==> config.mk <==
export PLATFORM = sky130hd
export DESIGN_NAME = irq_return_ctrl
export DESIGN_NICKNAME = d
export VERILOG_FILES = /design/src/rtl/irq_return_ctrl.sv
export SDC_FILE = /design/constraint.sdc
export NUM_CORES = 1
export LEC_CHECK = 0
export ABC_AREA = 0
export CAP_MARGIN = 20
export CORE_MARGIN = 2
export CORE_UTILIZATION = 49
export CTS_CLUSTER_DIAMETER = 120
export DETAILED_ROUTE_END_ITERATION = 10
export GPL_ROUTABILITY_DRIVEN = 0
export HOLD_SLACK_MARGIN = 0.08
export PLACE_DENSITY = 0.77
export SYNTH_ARGS = -nofsm -noshare
export SYNTH_HDL_FRONTEND = slang
export SYNTH_SLANG_ARGS = --single-unit
export TNS_END_PERCENT = 1
==> constraint.sdc <==
create_clock -name clk -period 1.9 [get_ports clk]
set_input_delay 0.19 -clock clk [delete_from_list [all_inputs] [get_ports clk]]
set_output_delay 0.19 -clock clk [all_outputs]
set_load 0.01 [all_outputs]
==> src/rtl/irq_return_ctrl.sv <==
// -----------------------------------------------------------------------------
// irq_return_ctrl
// Interrupt entry/return sequencer for the 5-stage core.
//   Entry : IDLE -> CAPTURE -> DRAIN (FLUSH_CYCLES) -> VECTOR -> HANDLER
//   Return: HANDLER --rfe--> RET_DRAIN (FLUSH_CYCLES) -> RETURN -> IDLE
//
// Parameters
//   HANDLER_VEC   fetch address of the handler (must be below 32'h0001_0000)
//   FLUSH_CYCLES  pipeline drain length, 1..15
//
// Ports
//   clk           system clock, rising edge
//   reset         asynchronous active-low reset
//   irq           level-sensitive interrupt request
//   rfe           decoded return-from-exception (one-cycle pulse)
//   iar_pc        saved resume PC from the interrupt address register
//   irq_ack       one-cycle acknowledge to the requesting device
//   exception     one-cycle capture strobe to the interrupt address register
//   stall_req     hold the IF/ID front end
//   flush         kill in-flight instructions
//   pc_load       PC override valid
//   pc_load_addr  PC override value (0 when pc_load is low)
//   in_handler    high while the handler executes
//   ie            interrupt enable
//
// Every output is a flop loaded from the next-state decode, so the outputs
// always describe the current state and no input reaches an output
// combinationally.
// -----------------------------------------------------------------------------
module irq_return_ctrl #(
    parameter logic [31:0] HANDLER_VEC  = 32'h0000_8000,
    parameter int unsigned FLUSH_CYCLES = 2
) (
    input  logic        clk,
    input  logic        reset,
    input  logic        irq,
    input  logic        rfe,
    input  logic [31:0] iar_pc,
    output logic        irq_ack,
    output logic        exception,
    output logic        stall_req,
    output logic        flush,
    output logic        pc_load,
    output logic [31:0] pc_load_addr,
    output logic        in_handler,
    output logic        ie
);

    typedef enum logic [2:0] {
        S_IDLE      = 3'd0,
        S_CAPTURE   = 3'd1,
        S_DRAIN     = 3'd2,
        S_VECTOR    = 3'd3,
        S_HANDLER   = 3'd4,
        S_RET_DRAIN = 3'd5,
        S_RETURN    = 3'd6
    } state_t;

    localparam logic [3:0] LP_CNT_LAST = 4'(FLUSH_CYCLES - 1);

    state_t      r_state;
    state_t      w_next;
    logic [3:0]  r_cnt;
    logic [3:0]  w_cnt_next;
    logic [31:0] r_ret_pc;
    logic [31:0] w_ret_pc_next;
    logic        r_ie;
    logic        w_ie_next;

    logic        w_irq_ack;
    logic        w_exception;
    logic        w_stall_req;
    logic        w_flush;
    logic        w_pc_load;
    logic [31:0] w_pc_load_addr;
    logic        w_in_handler;

    logic        r_irq_ack;
    logic        r_exception;
    logic        r_stall_req;
    logic        r_flush;
    logic        r_pc_load;
    logic [31:0] r_pc_load_addr;
    logic        r_in_handler;

    // Next-state, drain counter, return PC and interrupt-enable update.
    always_comb begin
        w_next        = r_state;
        w_cnt_next    = r_cnt;
        w_ret_pc_next = r_ret_pc;
        w_ie_next     = r_ie;
        case (r_state)
            S_IDLE: begin
                // rfe is deliberately not looked at here.
                if (irq) begin
                    w_next = S_CAPTURE;
                end else begin
                    w_next = S_IDLE;
                end
            end
            S_CAPTURE: begin
                w_next     = S_DRAIN;
                w_cnt_next = 4'd0;
                w_ie_next  = 1'b0;
            end
            S_DRAIN: begin
                w_cnt_next = r_cnt + 4'd1;
                if (r_cnt == LP_CNT_LAST) begin
                    w_next = S_VECTOR;
                end else begin
                    w_next = S_DRAIN;
                end
            end
            S_VECTOR: begin
                w_next = S_HANDLER;
            end
            S_HANDLER: begin
                // A held irq level is not serviced until we are back in IDLE;
                // rfe therefore always wins a same-edge tie.
                if (rfe) begin
                    w_next        = S_RET_DRAIN;
                    w_ret_pc_next = iar_pc;
                    w_cnt_next    = 4'd0;
                end else begin
                    w_next = S_HANDLER;
                end
            end
            S_RET_DRAIN: begin
                w_cnt_next = r_cnt + 4'd1;
                if (r_cnt == LP_CNT_LAST) begin
                    w_next = S_RETURN;
                end else begin
                    w_next = S_RET_DRAIN;
                end
            end
            S_RETURN: begin
                w_next    = S_IDLE;
                w_ie_next = 1'b1;
            end
            default: begin
                w_next     = S_IDLE;
                w_cnt_next = 4'd0;
                w_ie_next  = 1'b1;
            end
        endcase
    end

    // Output decode of the state being entered, captured into output flops.
    always_comb begin
        w_irq_ack      = 1'b0;
        w_exception    = 1'b0;
        w_stall_req    = 1'b0;
        w_flush        = 1'b0;
        w_pc_load      = 1'b0;
        w_pc_load_addr = 32'h0000_0000;
        w_in_handler   = 1'b0;
        case (w_next)
            S_IDLE: begin
                w_stall_req = 1'b0;
            end
            S_CAPTURE: begin
                w_irq_ack   = 1'b1;
                w_exception = 1'b1;
                w_stall_req = 1'b1;
            end
            S_DRAIN: begin
                w_stall_req = 1'b1;
                w_flush     = 1'b1;
            end
            S_VECTOR: begin
                w_stall_req    = 1'b1;
                w_pc_load      = 1'b1;
                w_pc_load_addr = HANDLER_VEC;
            end
            S_HANDLER: begin
                w_in_handler = 1'b1;
            end
            S_RET_DRAIN: begin
                w_stall_req  = 1'b1;
                w_flush      = 1'b1;
                w_in_handler = 1'b1;
            end
            S_RETURN: begin
                w_stall_req    = 1'b1;
                w_pc_load      = 1'b1;
                w_pc_load_addr = w_ret_pc_next;
            end
            default: begin
                w_stall_req = 1'b0;
            end
        endcase
    end

    // State, counter, return PC and registered outputs.
    always_ff @(posedge clk or negedge reset) begin
        if (!reset) begin
            r_state        <= S_IDLE;
            r_cnt          <= 4'd0;
            r_ret_pc       <= 32'h0000_0000;
            r_ie           <= 1'b1;
            r_irq_ack      <= 1'b0;
            r_exception    <= 1'b0;
            r_stall_req    <= 1'b0;
            r_flush        <= 1'b0;
            r_pc_load      <= 1'b0;
            r_pc_load_addr <= 32'h0000_0000;
            r_in_handler   <= 1'b0;
        end else begin
            r_state        <= w_next;
            r_cnt          <= w_cnt_next;
            r_ret_pc       <= w_ret_pc_next;
            r_ie           <= w_ie_next;
            r_irq_ack      <= w_irq_ack;
            r_exception    <= w_exception;
            r_stall_req    <= w_stall_req;
            r_flush        <= w_flush;
            r_pc_load      <= w_pc_load;
            r_pc_load_addr <= w_pc_load_addr;
            r_in_handler   <= w_in_handler;
        end
    end

    assign irq_ack      = r_irq_ack;
    assign exception    = r_exception;
    assign stall_req    = r_stall_req;
    assign flush        = r_flush;
    assign pc_load      = r_pc_load;
    assign pc_load_addr = r_pc_load_addr;
    assign in_handler   = r_in_handler;
    assign ie           = r_ie;

endmodule

======== After elaboration in Yosys (flattened, before gate mapping) ========
Cells that the tools add are included.
cells by class
  add/sub/neg operators ................... 1
  multipliers ............................. 0
  div/mod/pow operators ................... 0
  order comparisons ....................... 0
  equality and inequality tests ........... 14
  shift-type cells ........................ 0
  multiplexer cells ....................... 16
  bitwise operators ....................... 1
  reduce and logical (&&, ||, !) cells .... 9
operator list
  kind                                                              number
  32-bit two-way mux                                                2
  32-bit one-hot mux with 2 select lines                            1
  3-bit == test (second input constant)                             6
  3-bit one-hot mux with 6 select lines                             1
  3-bit by 2-bit == test with 1-bit output (second input constant)  4
  4-bit one-hot mux with 3 select lines                             1
  5-bit OR reduction                                                2
  1-bit two-way mux                                                 8
  2-bit OR reduction                                                4
  3-bit by 1-bit == test with 1-bit output (second input constant)  2
  4-bit by 1-bit adder with 4-bit output (second input constant)    1
  4-bit by 1-bit == test with 1-bit output (second input constant)  1
  4-bit two-way mux                                                 1
  3-bit zero test                                                   1
  3-bit OR reduction                                                1
  2-bit two-way mux                                                 1
  2-bit inequality test (second input constant)                     1
  1-bit one-hot mux with 2 select lines                             1
  2-bit AND reduction                                               1
  1-bit NOT                                                         1
word-level totals
  flip-flop bits (word level) ............. 77
  bits in latches ......................... 0
  RAM bits ................................ 0
  memory bits (read-only) ................. 0
  input bits .............................. 36
  output and inout port bits .............. 39
  logic and storage cells ................. 51
  memories ................................ 0

======== Depth between registers and ports, before layout ========
  depth after elaboration ................. 6
  depth in mapped cells ................... 7
  gate-level depth less buffers ........... 6

======== Least setup slack after synthesis ========
Ideal clock, no wire load.
  path kind ............................... register to register
  from .................................... register r_state[1]
  to ...................................... register r_pc_load_addr[10], in the netlist pc_load_addr[10]
  arrival ................................. 1.540 ns
  slack ................................... 0.240 ns
  stages on the path, launching flop included .. 7
  period minus slack after synthesis ...... 1.660 ns
  path through ............................ dfrtp_1 buf_6 nor4bb_1 buf_4 buf_12 mux2_4 and3_1
between the ends
  elaborated cells between the ends (all ways) .. 11
  those cells by class .................... 7 x eq/ne; 3 x mux; 1 x reduce/logical
RTL lines
  element                                 line  RTL
  start, declared                         61    state_t r_state;
  start signal, assigned                  209   r_state <= w_next;
  3-bit == test                           92    case (r_state)
  32-bit two-way mux                      92
  named net w_ret_pc_next[10]             66    logic [31:0] w_ret_pc_next;
  32-bit one-hot mux with 2 select lines  157   case (w_next)
  named net w_pc_load_addr[10]            75    logic [31:0] w_pc_load_addr;
  end signal, assigned                    218   r_pc_load_addr <= w_pc_load_addr;
  end, declared                           83    logic [31:0] r_pc_load_addr;
The timed path passes the listed nets, and every way through them passes these cells.
A chain may end at the register's enable or synchronous reset.

======== Worst setup path after layout ========
  from .................................... register r_state[1]
  to ...................................... register r_pc_load_addr[31], in the netlist pc_load_addr[31]
The elaborated chain is that of the path after synthesis.

==> impl_metrics.csv <==
group,metric,value,unit
run_status,outcome,"finished clean",
worst_setup_path,endpoint_kind,"register",
floorplanning,rows,28,
clock_network,tritoncts_clock_tree,"yes",
yosys,yosys_most_used_dff,"dfrtp_1",
detailed_routing,drc,0,
timing,timing.hold.ws,0.385,ns
detailed_routing,route.vias.total,2019,
detailed_routing,route.detailed.vias_per_inst,5.23,
worst_setup_path,critical_path_class,"register to register",
timing,period_share,90.6,%
place,buffer_ports.inserted,74,
clock_network,cts.path.max_buffers,2,
yosys,synth-seq-area-share,62.3,%
global_routing,grt.total_usage,19.4,%
clock_network,cts.reportedPaths.clkPinSlew,0.08,ns
timing,max_freq,581,MHz
yosys,synthesis.instances,223,
yosys,yosysUniqueCellTypes,32,
worst_setup_path,r2r-end,"pc_load_addr[31]$_DFF_PN0_",
yosys,yosys-top-cells-area,"dfrtp_1, mux2_4, and3_1",
global_routing,grt_first_pass_wirelength,10500,µm
timing,clock_skew,0.00592,ns
power_and_ir_drop,p_leak,1.98,nW
global_routing,largest_net_degree_at_the_start_of_global_routing,42,
yosys,yosysTopAreaCell,"dfrtp_1",
global_routing,grt_antenna_before_repair,0,
timing,fin_tns_setup,0,ns
timing,relSlewSlack,64.6,%
floorplanning,io-pin-count,75,
layout,drive_above_1_share,20.6,%
floorplanning,floorplan.core_area,6030,µm²
yosys,area_share_of_the_largest_cell_type_after_synthesis,61.5,%
worst_hold_path,hold_path.class,"primary input to asynchronous set/reset pin",
worst_setup_path,timing.critical_path.slowest_stage_cell,"dfrtp_1",
detailed_routing,routed_wire_per_std_cell,16.0,µm
layout,area_growth_syn_to_layout,33.2,%
worst_setup_path,timing.critical_path.fanout_max,24,
worst_setup_path,critical_path.reg2reg.startpoint,"r_state[1]$_DFF_PN0_",
yosys,synth_warnings,0,
layout,stdcell_area,4120,µm²
worst_setup_path,r2r.worst_path.cells,4,
worst_setup_path,start_kind,"register",
detailed_routing,drt_pre_antenna_iters,5,
clock_network,cts.root.buffer_cell,"clkbuf_8",
clock_network,clock_sink_count,77,
timing,rsz0062_at_grt,"false",
detailed_routing,drt_first_iter_violations,118,
power_and_ir_drop,max-vdd-ir-drop,771,µV
floorplanning,effective_utilization_at_floorplan,51.3,%
worst_setup_path,max_stage_delay,0.42,ns
detailed_routing,drt.antenna.violating_nets,0,
floorplanning,design.die.area,6970,µm²
place,place_hpwl,4170,µm
timing,hold_viol_final,0,
layout,fillerInstances,442,
layout,num_antenna_cells,0,
yosys,synth_async_sr_flop_share,100,%
place,post_dp_cell_area,3940,µm²
yosys,ys_top_cells_by_count,"dfrtp_1, and3_1, mux2_4, nor2_1",
worst_setup_path,cp_data_required_time,2.13,ns
yosys,synth_enable_flop_cells,0,
yosys,post_synth_instance_area,3090,µm²
layout,design.final.nets,344,
clock_network,clk_latency,0.34,ns
global_routing,via_count_of_the_first_global_routing_pass,2058,
worst_setup_path,crit_arrival,1.95,ns
power_and_ir_drop,power_density,1260,nW/µm²
yosys,mapped_avg_cell_area,13.9,µm²
global_routing,grt-ovfl-total,0,
floorplanning,die_y,83.5,µm
worst_setup_path,reg2reg_slack,0.18,ns
floorplanning,die_width,83.5,µm
clock_network,cts.htree.levels,3,
worst_setup_path,cell_by_cell_listing_of_the_critical_path,"nor4bb_4 > buf_12 > mux2_2 > and3_1",
timing,timing.final.crit_period,1.72,ns
yosys,ff_latch_count_synth,77,
timing,worst-slew-pin-transition,0.531,ns
clock_network,tritoncts.num_buffers,9,
timing,timing.final.max_slew_violations,0,
detailed_routing,wl,6160,µm
yosys,yosys.cell_count.top_type,"dfrtp_1",
yosys,postSynthNetCount,261,
job,cap_violations,0,
worst_setup_path,startpoint,"r_state[1]$_DFF_PN0_",
timing,report.final.setup_viol,0,
==> cells by family (layout without fill, tap and decap cells) <==
kind of cell,after synthesis,count (layout),share of synthesized area (%)
flops,77,77,62.3
buf+inv,19,107,4.37
compound gates,23,23,4.73
mux,32,32,15.3
simple gates,70,70,12.5
fa+ha+maj,2,2,0.809
==> per-layer routing <==
layer	wire, µm	vias to the layer above	GRT usage [%]
li1	-	941	-
met4	110	0	10.1
met3	305	13	3.86
met1	2720	994	26.5
met2	3020	71	29.8
met5	0	-	0
==> stage by stage <==
| stage | setup WS [ns] | total power [mW] | instances | util (%) |
|---|---|---|---|---|
| floorplan | 0.240 | 3.54 | 223 | - |
| global placement | -0.0516 | 4.06 | 369 | 65.4 |
| detailed placement | -0.0943 | 4.13 | 369 | 65.4 |
| CTS | 0.163 | 5.23 | 386 | 68.4 |
| global route | 0.103 | 5.53 | 386 | 68.4 |
| finish | 0.179 | 5.19 | 386 | 68.4 |
==> worst max-delay path: cells and delay by family, from the launching register on <==
family,cells,cell delay [ns]
DFF,1,0.42
muxes,1,0.37
and+or+nand+nor,2,0.56
buffers and inverters,1,0.26
==> layout by cell type (no fill, tap or decap), types with 2 or more instances in the layout <==
master	instances
nor2b_1	4
a21oi_1	8
inv_1	4
clkinv_2	3
o21ai_0	4
buf_4	11
clkbuf_8	10
o22ai_1	3
mux2_4	30
o211ai_1	2
dfrtp_1	76
and3_1	31
nor3_1	3
nand2_1	9
nand3_1	3
clkbuf_1	2
buf_12	2
ha_1	2
nor2_1	10
mux2_2	2
nand2b_1	3
clkdlybuf4s50_1	73
==> how the worst max path moves through the flow <==
stage,endpoint,slack [ns],cells after the start
finish,pc_load_addr[31]$_DFF_PN0_,0.18,4
global route,pc_load_addr[31]$_DFF_PN0_,0.10,4
CTS,pc_load_addr[31]$_DFF_PN0_,0.16,4
detailed placement,pc_load_addr[31]$_DFF_PN0_,-0.09,5
global placement,pc_load_addr[31]$_DFF_PN0_,-0.05,5
floorplan,pc_load_addr[10]$_DFF_PN0_,0.24,6
==> where the power goes <==
| group | internal [mW] | leakage [nW] | switching, mW |
|---|---|---|---|
| clock | 0.507 | 0.0901 | 0.564 |
| sequential | 2.11 | 0.993 | 0.189 |
| combinational | 1.01 | 0.896 | 0.821 |
==> final cells by class <==
| type | instances | area [µm²] | area share (%) |
|---|---|---|---|
| Clock buffer | 12 | 145 | 3.52 |
| Inverter | 4 | 15.0 | 0.364 |
| Multi-Input combinational cell | 127 | 1050 | 25.6 |
| Timing Repair Buffer | 87 | 863 | 20.9 |
| Sequential cell | 77 | 1930 | 46.8 |
| Clock inverter | 4 | 23.8 | 0.577 |
| Tap cell | 75 | 93.8 | 2.28 |
==> flip-flops by register name (all words and copies together), names as in the netlist, 3 cells and up <==
name          flops
pc_load_addr     32
r_cnt             4
r_ret_pc         32
r_state           3
==> repair_timing <==
action,4_1_cts,5_1_grt
setup buffers,0,0
hold buffers,1,0
setup endpoints to repair,0,0
gates resized for setup,0,0
hold endpoints to repair,39,0
Power figures use the tool's default switching activity.
